$ cat config.mk
export PLATFORM = sky130hd
export DESIGN_NAME = pipeline_result_collector
export DESIGN_NICKNAME = d
export VERILOG_FILES = /design/src/rtl/pipeline_result_collector_pkg.sv /design/src/rtl/pipeline_result_collector.sv
export SDC_FILE = /design/constraint.sdc
export NUM_CORES = 1
export LEC_CHECK = 0
export ABC_AREA = 0
export CAP_MARGIN = 15
export CORE_MARGIN = 10
export CORE_UTILIZATION = 53
export DETAILED_ROUTE_END_ITERATION = 12
export PLACE_DENSITY = 0.9
export SLEW_MARGIN = 20
export SYNTH_ARGS = -nofsm -noshare
export SYNTH_HDL_FRONTEND = slang
export SYNTH_SLANG_ARGS = --single-unit
export TNS_END_PERCENT = 1
$ cat constraint.sdc
create_clock -name clock -period 3.6 [get_ports clock]
set_input_delay 0.72 -clock clock [delete_from_list [all_inputs] [get_ports clock]]
set_output_delay 0.72 -clock clock [all_outputs]
set_load 0.01 [all_outputs]
$ cat src/rtl/pipeline_result_collector_pkg.sv
// Shared pipeline package: in_data field layout for permutation-pipeline bot words,
// collector state encoding and the packed per-top result metadata.
package pipeline_result_collector_pkg;

  localparam int SUMMED_LSB = 0;
  localparam int SUMMED_W   = 48;
  localparam int PCOEFF_LSB = 48;
  localparam int PCOEFF_W   = 13;
  localparam int ECC_BIT    = 63;
  localparam int ECC_W      = 16;

  typedef enum logic [1:0] {
    ST_EMPTY = 2'd0,
    ST_ACCUM = 2'd1,
    ST_HOLD  = 2'd2
  } collector_state_t;

  typedef struct packed {
    logic [63:0]      occupancy;
    logic [ECC_W-1:0] ecc_errors;
    logic             overflow;
  } collector_result_t;

  // Saturating increment: the ECC counter sticks at all-ones instead of wrapping.
  function automatic logic [ECC_W-1:0] ecc_sat_inc(input logic [ECC_W-1:0] cnt, input logic hit);
    if (hit && (cnt != '1)) return cnt + ECC_W'(1);
    return cnt;
  endfunction

endpackage

$ cat src/rtl/pipeline_result_collector.sv
// Collects bot results of the permutation pipeline into one per-top summary, emitted on the top word.
// Define COLLECTOR_ECC_COUNT_EN to count bot words with eccStatus set; otherwise out_ecc_errors is 0.
module pipeline_result_collector
  import pipeline_result_collector_pkg::*;
#(
  parameter int SUM_W = 64,
  parameter int CNT_W = 32
) (
  input  logic             clock,
  input  logic             rst,
  input  logic             in_valid,
  output logic             in_ready,
  input  logic             in_is_top,
  input  logic [63:0]      in_data,
  output logic             out_valid,
  input  logic             out_ready,
  output logic [SUM_W-1:0] out_sum,
  output logic [CNT_W-1:0] out_pcoeff_total,
  output logic [CNT_W-1:0] out_bot_count,
  output logic [63:0]      out_occupancy,
  output logic [15:0]      out_ecc_errors,
  output logic             out_overflow
);

  collector_state_t  r_state;
  logic              r_out_valid;
  logic [SUM_W-1:0]  r_sum_acc;
  logic [CNT_W-1:0]  r_pc_acc;
  logic [CNT_W-1:0]  r_cnt_acc;
  logic              r_ovf_acc;
  logic [SUM_W-1:0]  r_out_sum;
  logic [CNT_W-1:0]  r_out_pcoeff;
  logic [CNT_W-1:0]  r_out_count;
  collector_result_t r_out_meta;

  logic                w_accept;
  logic                w_take_bot;
  logic                w_take_top;
  logic [SUMMED_W-1:0] w_summed;
  logic [PCOEFF_W-1:0] w_pcoeff;
  logic [SUM_W:0]      w_sum_add;
  logic [CNT_W:0]      w_pc_add;
  logic [CNT_W:0]      w_cnt_add;
  logic [ECC_W-1:0]    w_ecc_acc;

  assign in_ready   = !r_out_valid || out_ready;
  assign w_accept   = in_valid && in_ready;
  assign w_take_bot = w_accept && !in_is_top;
  assign w_take_top = w_accept && in_is_top;

  assign w_summed  = in_data[SUMMED_LSB +: SUMMED_W];
  assign w_pcoeff  = in_data[PCOEFF_LSB +: PCOEFF_W];
  // One extra bit on each adder captures the carry that marks a wrap.
  assign w_sum_add = {1'b0, r_sum_acc} + (SUM_W+1)'(w_summed);
  assign w_pc_add  = {1'b0, r_pc_acc}  + (CNT_W+1)'(w_pcoeff);
  assign w_cnt_add = {1'b0, r_cnt_acc} + (CNT_W+1)'(1);

`ifdef COLLECTOR_ECC_COUNT_EN
  logic             w_ecc_bit;
  logic [ECC_W-1:0] r_ecc_acc;

  assign w_ecc_bit = in_data[ECC_BIT];
  assign w_ecc_acc = r_ecc_acc;

  always_ff @(posedge clock) begin
    if (!rst || w_take_top) begin
      r_ecc_acc <= '0;
    end else if (w_take_bot) begin
      r_ecc_acc <= ecc_sat_inc(r_ecc_acc, w_ecc_bit);
    end
  end
`else
  assign w_ecc_acc = '0;
`endif

  always_ff @(posedge clock) begin
    if (!rst) begin
      r_state      <= ST_EMPTY;
      r_out_valid  <= 1'b0;
      r_sum_acc    <= '0;
      r_pc_acc     <= '0;
      r_cnt_acc    <= '0;
      r_ovf_acc    <= 1'b0;
      r_out_sum    <= '0;
      r_out_pcoeff <= '0;
      r_out_count  <= '0;
      r_out_meta   <= '0;
    end else if (w_take_top) begin
      // A top word in HOLD with out_ready replaces the held result with no bubble.
      r_state      <= ST_HOLD;
      r_out_valid  <= 1'b1;
      r_out_sum    <= r_sum_acc;
      r_out_pcoeff <= r_pc_acc;
      r_out_count  <= r_cnt_acc;
      r_out_meta   <= '{occupancy: in_data, ecc_errors: w_ecc_acc, overflow: r_ovf_acc};
      r_sum_acc    <= '0;
      r_pc_acc     <= '0;
      r_cnt_acc    <= '0;
      r_ovf_acc    <= 1'b0;
    end else begin
      if (w_take_bot) begin
        r_sum_acc <= w_sum_add[SUM_W-1:0];
        r_pc_acc  <= w_pc_add[CNT_W-1:0];
        r_cnt_acc <= w_cnt_add[CNT_W-1:0];
        r_ovf_acc <= r_ovf_acc | w_sum_add[SUM_W] | w_pc_add[CNT_W] | w_cnt_add[CNT_W];
      end
      case (r_state)
        ST_HOLD: begin
          if (out_ready) begin
            r_out_valid <= 1'b0;
            r_state     <= w_take_bot ? ST_ACCUM : ST_EMPTY;
          end
        end
        default: begin
          if (w_take_bot) r_state <= ST_ACCUM;
        end
      endcase
    end
  end

  assign out_valid        = r_out_valid;
  assign out_sum          = r_out_sum;
  assign out_pcoeff_total = r_out_pcoeff;
  assign out_bot_count    = r_out_count;
  assign out_occupancy    = r_out_meta.occupancy;
  assign out_ecc_errors   = r_out_meta.ecc_errors;
  assign out_overflow     = r_out_meta.overflow;

endmodule

==> results of run 1 <==
-- worst max-delay path: stages --
cell and delay (ns):
clkdlybuf4s50_1 0.43, ha_1 0.24, fa_1 0.42, a21o_1 0.18, a21o_1 0.19, buf_4 0.14
a211oi_1 0.30, o21a_1 0.22, o32ai_1 0.12, o211ai_1 0.26, buf_4 0.17, nand2_1 0.16
a21oi_1 0.25, a31o_2 0.13
-- cell type report --
cell class	count	area [um^2]
clock buffer	49	991.0
fill	2197	8892
inverter	20	75.07
clock inverter	10	162.7
tap	384	480.5
multi-input combinational	1455	8650
sequential	325	6506
timing repair buffer	338	3256
-- per-layer routing --
| metal | vias to the layer above | wire [um] | GRT usage (%) |
|---|---|---|---|
| met2 | 473 | 22440 | 41.92 |
| met1 | 6902 | 18520 | 28.07 |
| li1 | 7052 | - | - |
| met4 | 4 | 815 | 5.665 |
| met3 | 67 | 3979 | 6.710 |
| met5 | - | 25 | 0 |
-- stage by stage --
step / instance area, um^2 / hold slack (ns) / setup TNS, ns
floorplan: 15780 / 0.4407 / 0
global placement: 18970 / 0.4491 / -5.178
detailed placement: 18970 / 0.4565 / -7.868
CTS: 20120 / 0.4623 / 0
global route: 20120 / 0.4801 / 0
finish: 20120 / 0.4624 / 0
-- how the worst min path moves through the flow --
stage | startpoint | endpoint | depth (start not counted)
after floorplan | r_ovf_acc$_SDFFE_PP0P_ | out_overflow$_SDFFE_PN0P_ | 2
after global placement | out_occupancy[23]$_SDFFE_PN0P_ | out_occupancy[23]$_SDFFE_PN0P_ | 2
after detailed placement | out_sum[38]$_SDFFE_PN0P_ | out_sum[38]$_SDFFE_PN0P_ | 2
after CTS | out_occupancy[25]$_SDFFE_PN0P_ | out_occupancy[25]$_SDFFE_PN0P_ | 2
after global routing | out_bot_count[22]$_SDFFE_PN0P_ | out_bot_count[22]$_SDFFE_PN0P_ | 2
final | out_occupancy[37]$_SDFFE_PN0P_ | out_occupancy[37]$_SDFFE_PN0P_ | 2
-- state kept, by name, summed over array words and instances, names as in the netlist --
| name | cells |
|---|---|
| out_occupancy | 64 |
| out_sum | 64 |
| r_sum_acc | 64 |
| out_bot_count | 32 |
| out_pcoeff_total | 32 |
| r_cnt_acc | 32 |
| r_pc_acc | 32 |
| r_state | 2 |
| out_overflow | 1 |
| out_valid | 1 |
| r_ovf_acc | 1 |
-- power groups by stage --
stage / logic, mW / clock network [mW] / registers [mW]
after floorplan: 0.711 / 0 / 3.84
after global placement: 1.16 / 0 / 3.83
after detailed placement: 1.18 / 0 / 3.83
after CTS: 1.19 / 3.71 / 3.76
after global routing: 1.31 / 3.84 / 3.77
final: 1.20 / 3.65 / 3.76
-- layout by cell type (no fill, tap or decap), drive strengths merged, types with 4 or more instances in the layout --
master         count
nor3              15
conb              16
nand2b             7
nor2              89
a31oi              6
and2              10
clkbuf            49
or3               18
nor2b             41
ha                62
clkdlybuf4s50    262
inv               20
o31ai              5
a21boi           201
o21a              13
o2111ai            4
and4               5
clkinv             4
xor2              55
or4                5
nand4             31
xnor2             44
bufinv             4
a21oi             95
nand3             19
o21ai             74
o21bai             7
a21o              28
buf               76
nand2            498
dfxtp            325
a22oi             26
o211ai            13
and3              18
-- cell families after synthesis --
family,Yosys count,share of synthesized area (%)
and+or+nand+nor,767,21.44
AOI/OAI and AO/OA,506,22.22
DFF,325,41.39
buffers and inverters,146,4.036
xor gates and xnor gates,99,5.516
adders and majority gates,64,5.190
muxes,3,0.1910
other,1,0.02386
==> impl_metrics.json, run 1 <==
{
  "cp.required_ns": 4.05,
  "utilization_pct": 69.35,
  "outcome": "complete, no violations",
  "clockBufferDepth": 3,
  "chipWidth_um": 192.2,
  "crit_start": "in_data[0]",
  "hold_violations": 0,
  "drcViolationCount": 0,
  "antenna_found_initial": 2,
  "worstPathMaxFanout": 7,
  "cts_tree": "yes",
  "wl_mm": 45.78,
  "crit_end": "r_sum_acc[54]$_SDFFE_PP0P_",
  "async_flop_share_pct": 0,
  "hold_class": "reg2reg",
  "post_cts_buffers": 0,
  "grt_pass1_wl_mm": 73.15,
  "reg2reg_depth": 13,
  "pre_cts_ws_ns": -0.3443,
  "pwr-share-comb_pct": 13.9,
  "rrSetupSlack_ns": 0.46,
  "layout_setup_ws_ns": 0.1153,
  "synth.most_common_cell": "nand2_1",
  "rows": 62,
  "start_util_pct": 54.18,
  "diodes": 0,
  "power.internal_mw": 6.429,
  "grt_max_degree": 151,
  "grt_setup_unrepaired": "false",
  "final_nets": 2308,
  "maxCapViolations": 0,
  "synth_seq_area_share_pct": 41.39,
  "floorplan.die_area_um2": 36950,
  "synth_top_area_cell": "dfxtp_1",
  "pwr-share-seq_pct": 43.7,
  "clock-root-buffer": "clkbuf_16",
  "max_freq_ghz": 0.2870,
  "setup_viol_count_final": 0,
  "slew_violations": 0,
  "relSlewSlack_pct": 51.84,
  "syn_area_um2": 15720,
  "synthTopCellsByCount": "nand2_1, dfxtp_1, a21boi_0",
  "worstMarginPinSlew_ns": 0.7224,
  "cp-end-kind": "flop",
  "worst_clock_skew_ns": 0.008183,
  "switching_power_mw": 2.173,
  "insertion_delay_ns": 0.51,
  "drtIter0Drc": 876,
  "place_inst": 2522,
  "stdcell_count": 2581,
  "port_buffers": 263,
  "ios": 280,
  "cts_hold_buf": 0,
  "gp_congestion": 0.9200,
  "netSwitchingFraction_pct": 25.26,
  "clock-sinks": 325,
  "die_y_um": 192.2,
  "ant_nets": 0,
  "drive_gt1_share_pct": 6.964,
  "rr_startpoint": "r_sum_acc[0]$_SDFFE_PP0P_",
  "period_needed_ns": 3.485,
  "cp-start-kind": "input port",
  "areaGrowthSynthToFinish_pct": 28.00,
  "vias_per_cell": 5.617,
  "wl_per_cell_um": 17.74,
  "ys_ff_latch": 325,
  "ys.flop_type": "dfxtp_1",
  "synthTopCellsByArea": "dfxtp_1, nand2_1, a21boi_0",
  "yosys.area.top_type_share_pct": 41.39,
  "yosysWarnings": 0,
  "cts_resized": 0,
  "p_leak_nw": 7.462,
  "ys_types": 82,
  "htree_levels": 2,
  "clk_pin_slew_worst_paths_ns": 0.06,
  "syn_inst": 1911,
  "clkPwrFrac_pct": 42.4,
  "p_total_mw": 8.602,
  "r2r_end": "r_sum_acc[54]$_SDFFE_PP0P_",
  "vias": 14500,
  "grt_overflow": 0,
  "critical_path_arrival_ns": 3.94,
  "p_per_area_nw_per_um2": 427.5,
  "grt_pass1_vias": 14360,
  "synth-edff-count": 0,
  "core_um2": 29010,
  "peakVddDrop_mv": 0.3332,
  "track_usage_pct": 23.85,
  "firstDrtPassIters": 5,
  "fin_crit_sh_pct": 96.80,
  "critical_path_class": "in2reg",
  "syn_area_per_cell_um2": 8.225,
  "numCtsBuffers": 35,
  "place_hpwl_mm": 33.25
}
(Power assumes the default switching activity.)
==> run 2, diff against run 1 <==
--- a/config.mk
+++ b/config.mk
@@ -11,7 +11,6 @@
 export CORE_UTILIZATION = 53
 export DETAILED_ROUTE_END_ITERATION = 12
 export PLACE_DENSITY = 0.9
-export SLEW_MARGIN = 20
 export SYNTH_ARGS = -nofsm -noshare
 export SYNTH_HDL_FRONTEND = slang
 export SYNTH_SLANG_ARGS = --single-unit
==> results of run 2 <==
Same layout as run 1: the final DEF is identical, and so are final timing and power.
